File: src/rtl/load_use_scoreboard.sv
// rtl/load_use_scoreboard.sv - per-register load-use pending scoreboard with decode stall/bubble handshake
// Optional feature macro: LOAD_USE_PERF_CNT_EN (adds the stall_cycles output)
module load_use_scoreboard #(
    parameter int NREG     = 32,
    parameter int AW       = 5,
    parameter int NRP      = 2,
    parameter int LOAD_LAT = 1,
    parameter int CW       = 4
) (
    input  logic              clk,
    input  logic              reset,
    input  logic              issue_valid,
    input  logic [AW-1:0]     issue_rd,
    input  logic              issue_regwrite,
    input  logic              issue_is_load,
    input  logic [NRP*AW-1:0] src_addr,
    input  logic [NRP-1:0]    src_used,
    input  logic              flush,
    output logic              stall,
    output logic              issue_accept,
    output logic              bubble,
`ifdef LOAD_USE_PERF_CNT_EN
    output logic [31:0]       stall_cycles,
`endif
    output logic [NREG-1:0]   pending
);

    // Register 0 is never tracked, so the array starts at 1.
    logic [CW-1:0] cnt [1:NREG-1];
    logic          hit;

    // Matching against every tracked index keeps out-of-range addresses from ever hitting.
    always_comb begin
        hit = 1'b0;
        for (int i = 0; i < NRP; i++) begin
            for (int r = 1; r < NREG; r++) begin
                if (src_used[i] && (src_addr[i*AW +: AW] == AW'(r)) && (cnt[r] != '0))
                    hit = 1'b1;
            end
        end
    end

    always_comb begin
        pending = '0;
        for (int r = 1; r < NREG; r++)
            pending[r] = (cnt[r] != '0);
    end

    assign stall        = issue_valid & hit;
    assign issue_accept = issue_valid & ~stall & ~flush;
    assign bubble       = issue_valid & stall & ~flush;

    // An accepted non-load write clears its rd: the younger result supersedes the pending load.
    always_ff @(posedge clk or posedge reset) begin
        if (reset) begin
            for (int r = 1; r < NREG; r++)
                cnt[r] <= '0;
        end else begin
            for (int r = 1; r < NREG; r++) begin
                if (flush)
                    cnt[r] <= '0;
                else if (issue_accept && issue_regwrite && (issue_rd == AW'(r)))
                    cnt[r] <= issue_is_load ? CW'(LOAD_LAT) : '0;
                else if (cnt[r] != '0)
                    cnt[r] <= cnt[r] - CW'(1);
            end
        end
    end

`ifdef LOAD_USE_PERF_CNT_EN
    always_ff @(posedge clk or posedge reset) begin
        if (reset)
            stall_cycles <= '0;
        else if (stall && (stall_cycles != 32'hFFFF_FFFF))
            stall_cycles <= stall_cycles + 32'd1;
    end
`endif

endmodule

File: config.mk
export PLATFORM = sky130hd
export DESIGN_NAME = load_use_scoreboard
export DESIGN_NICKNAME = d
export VERILOG_FILES = /design/src/rtl/load_use_scoreboard.sv
export SDC_FILE = /design/constraint.sdc
export NUM_CORES = 1
export LEC_CHECK = 0
export CORE_MARGIN = 3
export CORE_UTILIZATION = 31
export DETAILED_ROUTE_END_ITERATION = 16
export PLACE_DENSITY = 0.51
export SLEW_MARGIN = 20
export SYNTH_ARGS = -nofsm -noshare
export SYNTH_HDL_FRONTEND = slang
export SYNTH_SLANG_ARGS = --single-unit
File: constraint.sdc
create_clock -name clk -period 7.1 [get_ports clk]
set_input_delay 1.42 -clock clk [delete_from_list [all_inputs] [get_ports clk]]
set_output_delay 1.42 -clock clk [all_outputs]
set_load 0.01 [all_outputs]
==> results.toml, run 1 <==
[sta]
rsz0062_at_grt = "false"
tns_ns = 0
tightest_slew_ns = 1.106
max_freq_mhz = 165.0
slew_violations = 0
skew_ns = 0.01046
slew_headroom = 0.2609
period_needed_ns = 6.060
setup_violations = 0
worst_slack_ns = 1.040
fin_crit_sh = 0.8535
hold_viol_final = 0

[global_route]
grt_pass1_wl_mm = 35.05
overflow = 0
grt_max_degree = 77
first_global_vias = 6273
grt_antenna_before_repair = 1
grt_usage = 0.1581

[routing]
routedWlPerCell_um = 17.03
dr_wl_met2_mm = 9.401
drt-met1-wl_mm = 10.52
drc = 0
wl_met3_mm = 1.048
routed_wirelength_mm = 21.39
postRouteAntennaNets = 0
top_layer = "met5"
dr.pass1.iters = 4
num_vias = 6466
drtIter0Drc = 452
via_per_inst = 5.148

[run]
maxCapViolCount = 0

[layout]
largest_reg_flops = 124
area_growth_syn_to_layout_pct = 17.30
nets = 967
nFillCells = 2584
top_regs = "cnt x124"
antennaDiodeCount = 0
max_flop_register = "cnt"
drive_gt1_frac = 0.1004

[die]
io_pins = 58
start_util = 0.3168
fp.dieH_um = 166.9
die-area_sq_um = 27850
core_sq_um = 25330
fp-row-count = 58
fp.dieW_um = 166.9

[pwr]
p_leak_uw = 0.003724
powerDensity_nw_per_um2 = 533.2
power_uw = 5017
ir_worst_vdd_mv = 0.2603

[status]
status = "complete, no violations"

[logic_synthesis]
async_flop_share = 1.000
ys_seq_elements = 124
ys_seq_area_frac = 0.3868
synth.cell_area_sq_um = 8023
syn-num-nets = 929
synthesis.area_per_instance_sq_um = 9.169
synth-edff-count = 0
ys.warnings.count = 0
yosysUniqueCellTypes = 55
postSynthCellCount = 875
synth_flop_cell = "dfrtp_1"

[cts]
cts_resized = 0
cts_root_buf = "clkbuf_16"
cts_tree = "built"
post-cts-setup-buffer-count = 0
ctsHoldBuffers = 0
ctsLongestPathBuffers = 2
clkLatencyLatePin_ns = 0.42
cts.clk_slew.worst_paths_ns = 0.06
htreeDepth = 4
cts_num_sinks = 124
numCtsBuffers = 17

[setup_path]
crit_required_ns = 5.68
worstPathArrival_ns = 4.64
path_class = "input pin to output pin"
end_kind = "output pin"
crit_fanout = 15
worstSetupStartpointType = "input pin"

[placement]
dp_hpwl_mm = 14.60
gp_congestion = 0.8789
post-place-ws_ns = 1.183
portBuffers = 56

[worst_hold_path]
hold_path.class = "flop to flop"
[critical path: stages]
cell and delay, ns:
clkdlybuf4s50_1 0.81, nand2b_1 0.21, o32ai_1 0.10, a2111oi_0 0.56, o311ai_1 0.19, o211a_2 0.19, or3_4 0.43, nor3b_2 0.17
clkdlybuf4s50_1 0.55
[power by group]
| part | internal, uW | leakage (uW) | switching (uW) |
|---|---|---|---|
| registers | 1040 | 0.00163 | 291 |
| clock network | 489 | 0.000264 | 343 |
| logic | 1360 | 0.00183 | 1490 |
[cells in the mapped netlist, types with 3 or more instances]
cell type	instances	area, sq um
mux2i_1	25	250.2
buf_2	10	50.05
nor3b_2	29	362.9
xnor2_1	92	805.8
o32ai_1	6	52.55
ha_1	31	387.9
a2111oi_0	3	26.28
nor2b_1	4	25.02
nor2_1	48	180.2
inv_1	100	375.4
nand3_1	13	65.06
nor4_1	105	656.9
nand2b_1	30	187.7
nand3b_1	7	52.55
dfrtp_1	124	3103
nor4b_1	4	35.03
buf_1	4	15.01
o31ai_1	5	37.54
a21oi_1	28	140.1
nor3b_1	4	30.03
o21ai_0	7	35.03
buf_6	3	33.78
nand2_1	34	127.6
mux2_2	8	90.09
nor3_1	71	355.3
a31oi_1	7	43.79
o22ai_1	7	43.79
nor3_4	3	48.80
clkbuf_1	27	101.4
[per-stage QoR]
stage / cells / util / cell area (sq um) / hold slack (ns)
2_1_floorplan: 875 / - / 8023 / 0.5265
3_3_place_gp: 1224 / 0.3494 / 8848 / 0.5454
3_5_place_dp: 1224 / 0.3494 / 8848 / 0.5553
4_1_cts: 1256 / 0.3716 / 9410 / 0.5652
5_1_grt: 1256 / 0.3716 / 9410 / 0.5748
6_report: 1256 / 0.3716 / 9410 / 0.5648
[placed cells by master, fill, tap and decap left out, types with 4 or more instances in the layout]
cell	Yosys	final
a31oi_1	7	7
clkinv_2	0	4
o21ai_0	7	7
nor4b_1	4	4
nor3b_1	4	4
inv_1	100	99
o22ai_1	7	7
clkinvlp_4	0	5
nor3_1	71	71
nand3b_1	7	7
mux2_2	8	8
o32ai_1	6	6
clkdlybuf4s50_1	0	55
nor4_1	105	105
dfrtp_1	124	124
mux2i_1	25	25
nand2b_1	30	30
nor2_1	48	48
nand3_1	13	13
clkbuf_16	0	17
nand2_1	34	34
nor3b_2	29	29
xnor2_1	92	92
a21oi_1	28	28
nor2b_1	4	4
buf_4	2	10
o31ai_1	5	5
ha_1	31	31
[area by class of cell]
| class | count | area (sq um) | area share |
|---|---|---|---|
| clock buffer | 18 | 439.2 | 0.04667 |
| timing repair buffer | 65 | 625.6 | 0.06648 |
| sequential | 124 | 3103 | 0.3297 |
| clock inverter | 14 | 122.6 | 0.01303 |
| inverter | 100 | 377.9 | 0.04015 |
| multi-input combinational | 605 | 4329 | 0.4600 |
| tap | 330 | 412.9 | 0.04388 |
[routing by layer]
metal	vias to the layer above	global-route usage
met5	-	0
met3	24	0.03679
met1	3115	0.2276
li1	3180	-
met2	145	0.2340
met4	2	0.05273
[cell families (layout without fill, tap and decap cells)]
kind of cell	Yosys count	after routing	synth area share
other cells	1	1	0.0004674
buf+inv	146	197	0.07361
xor+xnor	92	92	0.1004
flops	124	124	0.3868
mux	33	33	0.04242
fa+ha+maj	31	31	0.04835
simple gates	369	369	0.2831
compound gates	79	79	0.06488
[worst paths after layout]
| kind | slack, ns | from | endpoint | depth (start not counted) |
|---|---|---|---|---|
| hold reg to reg | 0.56 | cnt[67]$_DFFE_PP0P_ | cnt[67]$_DFFE_PP0P_ | 2 |
| max in group asynchronous | 4.24 | reset | cnt[103]$_DFFE_PP0P_ | 3 |
| setup / recovery | 1.04 | src_addr[7] | issue_accept | 9 |
| hold / removal | 0.56 | cnt[67]$_DFFE_PP0P_ | cnt[67]$_DFFE_PP0P_ | 2 |
| setup reg to reg | 3.31 | cnt[64]$_DFFE_PP0P_ | cnt[72]$_DFFE_PP0P_ | 10 |
| min in group asynchronous | 1.48 | reset | cnt[18]$_DFFE_PP0P_ | 2 |
Note: power is estimated with default switching activity, not from simulation.
==> inputs of run 2 (changes only) <==
--- a/config.mk
+++ b/config.mk
@@ -5,8 +5,10 @@
 export SDC_FILE = /design/constraint.sdc
 export NUM_CORES = 1
 export LEC_CHECK = 0
-export CORE_MARGIN = 3
+export CORE_ASPECT_RATIO = 2
+export CORE_MARGIN = 5
 export CORE_UTILIZATION = 31
+export CTS_CLUSTER_SIZE = 24
 export DETAILED_ROUTE_END_ITERATION = 16
 export PLACE_DENSITY = 0.51
 export SLEW_MARGIN = 20
==> run 2 against run 1 <==
Clock power increased by 2.6%. Die area increased by 5.6%. Final cell count increased by 0.72%. Critical path depth unchanged. Register-to-register slack improved by 0.04 ns. Cell area increased by 0.27%. Count of clock-buffer cells in the layout increased by 4. Via count increased by 0.88%. Flip-flop and latch count unchanged. Critical endpoint unchanged. Highest routed layer is now met4.
==> results.toml, run 2 (synthesis results as in run 1) <==
[global_route]
use_met3 = 0.03595
grt_busiest_layer = "met2"
grt_usage = 0.1647
overflow = 0
grt_pass1_wl_mm = 36.98
use_met2 = 0.2949
grt_antenna_before_repair = 0
global_route.usage.met1 = 0.1780
grt_max_degree = 73
first_global_vias = 6792

[cts]
numCtsBuffers = 17
post-cts-setup-buffer-count = 0
cts.clk_slew.worst_paths_ns = 0.05
cts_tree = "built"
cts_resized = 0
cts_root_buf = "clkbuf_16"
cts_num_sinks = 124
ctsHoldBuffers = 0
htreeDepth = 4
clkLatencyLatePin_ns = 0.43
ctsLongestPathBuffers = 2

[layout]
final_cell_area_sq_um = 9435
layout_common_cells = "dfrtp_1, nor4_1, inv_1"
max_flop_register = "cnt"
area_growth_syn_to_layout_pct = 17.61
nets = 968
drive_gt1_frac = 0.09730
top_regs = "cnt x124"
largest_reg_flops = 124
fin_cells = 1265
multi_input_area_sq_um = 4329
layout_commonest_cell = "dfrtp_1"
nFillCells = 2666
seq_area_sq_um = 3103
antennaDiodeCount = 0

[sta]
slew_violations = 0
hold_viol_final = 0
skew_ns = 0.007387
period_needed_ns = 6.031
tns_ns = 0
max_freq_mhz = 165.8
slew_headroom = 0.3605
rsz0062_at_grt = "false"
fin_crit_sh = 0.8495
setup_violations = 0
tightest_slew_ns = 0.9592

[routing]
routed_wirelength_mm = 23.02
drc = 0
drtIter0Drc = 278
num_vias = 6523
dr.pass1.iters = 4
postRouteAntennaNets = 0
via_per_inst = 5.157
routedWlPerCell_um = 18.20

[die]
io_pins = 58
fp-row-count = 83
die-area_sq_um = 29390
core_sq_um = 25650
fp.dieH_um = 237.5
start_util = 0.3128
fp.dieW_um = 123.8

[worst_hold_path]
hold_path.class = "flop to flop"

[placement]
portBuffers = 56
dp_hpwl_mm = 16.40
place_area_sq_um = 8869
placedCellCount = 1235
gp_congestion = 0.9069

[pwr]
ir_worst_vdd_mv = 0.1933
powerDensity_nw_per_um2 = 539.8
p_leak_uw = 0.003746

[run]
maxCapViolCount = 0

[setup_path]
worstPathArrival_ns = 4.61
worstSetupStartpointType = "input pin"
path_class = "input pin to output pin"
end_kind = "output pin"
crit_fanout = 15
crit_required_ns = 5.68

[status]
status = "complete, no violations"
-- run 2: worst max-delay path, stage by stage --
cell and delay, ns:
clkdlybuf4s50_1 0.84, nand2b_1 0.21, o32ai_1 0.10, a2111oi_0 0.49, o311ai_1 0.20, o211a_2 0.19, or3_4 0.43, nor3b_2 0.17
clkdlybuf4s50_1 0.55
-- run 2: report_power, final --
part	leakage [uW]	internal (uW)	total, uW	switching, uW
Combinational	0.00184	1370	2910	1540
Clock	0.000281	536	854	318
Sequential	0.00163	1040	1330	289
Total	0.00375	2940	5090	2150
-- run 2: worst paths after layout --
check                                         start                  end  slack, ns  cells past startpoint
worst min-delay path            cnt[67]$_DFFE_PP0P_  cnt[67]$_DFFE_PP0P_       0.57                      2
worst max-delay path                    src_addr[7]         issue_accept       1.07                      9
min in group asynchronous                     reset  cnt[94]$_DFFE_PP0P_       1.48                      2
worst min register to register  cnt[67]$_DFFE_PP0P_  cnt[67]$_DFFE_PP0P_       0.57                      2
worst max register to register  cnt[76]$_DFFE_PP0P_   cnt[4]$_DFFE_PP0P_       3.35                     10
max in group asynchronous                     reset   cnt[9]$_DFFE_PP0P_       4.14                      3
-- run 2: routing by layer --
layer	part of all wire	wire length, um	up-vias
li1	-	-	3177
met1	0.37	8624	3184
met2	0.54	12500	113
met3	0.038	886	49
met4	0.044	1002	0
met5	0	0	-
-- run 2: final cells by class --
cell class,count,share of cell area
Sequential cell,124,0.3289
Multi-Input combinational cell,605,0.4588
Timing Repair Buffer,66,0.06710
Tap cell,340,0.04509
Clock inverter,8,0.009813
Inverter,100,0.04005
Clock buffer,22,0.05026
-- run 2: through the flow --
stage / util / setup slack, ns / hold WS, ns / power (uW)
finish: 0.3678 / 1.069 / 0.5663 / 5093
floorplan: - / 2.322 / 0.5265 / 3320
global route: 0.3678 / 0.8911 / 0.5930 / 5529
detailed placement: 0.3457 / 1.064 / 0.5547 / 4283
CTS: 0.3678 / 1.086 / 0.5684 / 5179
global placement: 0.3457 / 1.185 / 0.5524 / 4257
==> inputs of run 3 (changes only) <==
==> constraint.sdc (replaced) <==
create_clock -name clk -period 6.08 [get_ports clk]
set_input_delay 1.216 -clock clk [delete_from_list [all_inputs] [get_ports clk]]
set_output_delay 1.216 -clock clk [all_outputs]
set_load 0.01 [all_outputs]
==> run 3 against run 2 <==
Sequential share of layout area decreased by 0.42 points. Routed wire length increased by 2.2%. Highest routed layer unchanged. Power increased by 20%. Count of clock-buffer cells in the layout unchanged. Largest cell class unchanged. Global-route usage increased by 0.23 points. Sequential power increased by 17%. Clock skew decreased by 0.00074 ns.
==> results.toml, run 3 (synthesis results as in run 1) <==
[setup_path]
crit_required_ns = 4.86
r2r-end = "cnt[4]$_DFFE_PP0P_"
end_kind = "output pin"
worstSetupStartpointType = "input pin"
crit_fanout = 13
crit_start = "src_addr[8]"
worstPathArrival_ns = 4.24
path_class = "input pin to output pin"
reg2reg_slack_ns = 2.41
reg2reg_depth = 10
r2r-start = "cnt[72]$_DFFE_PP0P_"

[sta]
slew_violations = 0
period_needed_ns = 5.451
rsz0062_at_grt = "false"
slew_headroom = 0.4078
max_freq_mhz = 183.4
hold_viol_final = 0
setup_violations = 0
skew_ns = 0.006647
fin_crit_sh = 0.8966
tightest_slew_ns = 0.8816
tns_ns = 0

[cts]
ctsHoldBuffers = 0
post-cts-setup-buffer-count = 0
cts_tree = "built"
cts_resized = 0
cts_num_sinks = 124
htreeDepth = 4
numCtsBuffers = 17
ctsLongestPathBuffers = 2
cts_root_buf = "clkbuf_16"
cts.clk_slew.worst_paths_ns = 0.06
clkLatencyLatePin_ns = 0.43

[placement]
place_area_sq_um = 8944
placedCellCount = 1245
portBuffers = 56
gp_congestion = 0.9277
dp_hpwl_mm = 16.88

[worst_hold_path]
hp-start = "cnt[67]$_DFFE_PP0P_"
hold_end = "cnt[67]$_DFFE_PP0P_"
hold-path-cell-count = 2
hold_path.class = "flop to flop"

[routing]
postRouteAntennaNets = 0
routed_wirelength_mm = 23.53
drtIter0Drc = 316
num_vias = 6632
dr.pass1.iters = 4
routedWlPerCell_um = 18.45
via_per_inst = 5.202
drc = 0

[die]
start_util = 0.3128
die-area_sq_um = 29390
fp.dieW_um = 123.8
io_pins = 58
fp.dieH_um = 237.5
fp-row-count = 83
core_sq_um = 25650

[global_route]
grt_max_degree = 77
grt_pass1_wl_mm = 37.54
use_met2 = 0.2983
overflow = 0
grt_antenna_before_repair = 0
grt_busiest_layer = "met2"
grt_usage = 0.1670
global_route.usage.met1 = 0.1801
first_global_vias = 6874
use_met3 = 0.03190

[layout]
final_cell_area_sq_um = 9558
area_growth_syn_to_layout_pct = 19.14
antennaDiodeCount = 0
largest_reg_flops = 124
layout_commonest_cell = "dfrtp_1"
fin_cells = 1275
layout_common_cells = "dfrtp_1, nor4_1, inv_1"
top_regs = "cnt x124"
max_flop_register = "cnt"
nets = 978
drive_gt1_frac = 0.1070

[pwr]
comb_power_share = 0.570
seq_power_share = 0.254
powerDensity_nw_per_um2 = 640.5
switching_share = 0.4150
p_clk_frac = 0.177
p_leak_uw = 0.003819
switching_power_uw = 2540
ir_worst_vdd_mv = 0.2284
intPower_uw = 3581

[run]
maxCapViolCount = 0

[status]
status = "complete, no violations"
## run 3: stage by stage
step           power, uW  utilization  hold slack [ns]  setup slack [ns]
6_report            6121       0.3726           0.5629            0.6289
5_1_grt             6616       0.3726           0.5887            0.4699
4_1_cts             6219       0.3726           0.5650            0.6166
3_5_place_dp        5083       0.3487           0.5486            0.6049
3_3_place_gp        5063       0.3487           0.5593            0.6736
2_1_floorplan       3876            -           0.5265             1.565
## run 3: worst max-delay path by stage
stage                               to  slack [ns]
detailed placement        issue_accept        0.60
CTS                       issue_accept        0.62
floorplan           cnt[0]$_DFFE_PP0P_        1.56
finish                    issue_accept        0.63
global route              issue_accept        0.47
global placement          issue_accept        0.67
## run 3: per-layer routing
metal	part of all wire	vias to the layer above
met5	0	-
met2	0.54	143
li1	-	3187
met3	0.035	51
met1	0.37	3251
met4	0.050	0
## run 3: critical path, stage by stage
cell and delay (ns):
clkdlybuf4s50_1 0.74, nand3b_1 0.24, nor3_1 0.08, a2111oi_0 0.44, o311ai_1 0.17, o211a_2 0.20
or3_4 0.44, nor3b_2 0.16, clkdlybuf4s50_1 0.55
## run 3: power by group through the flow
stage          Combinational, uW  Clock (uW)  Sequential, uW
6_report                    3490        1080            1550
5_1_grt                     3870        1140            1610
4_1_cts                     3550        1110            1560
2_1_floorplan               2380           0            1490
3_5_place_dp                3510           0            1570
3_3_place_gp                3500           0            1560
## run 3: cell type report
class                      instances  area [sq um]
sequential                       124          3103
fill                            2638         16090
clock inverter                     8         140.1
clock buffer                      22         474.2
inverter                         100         377.9
multi-input combinational        605          4329
timing repair buffer              76         708.2
tap                              340         425.4
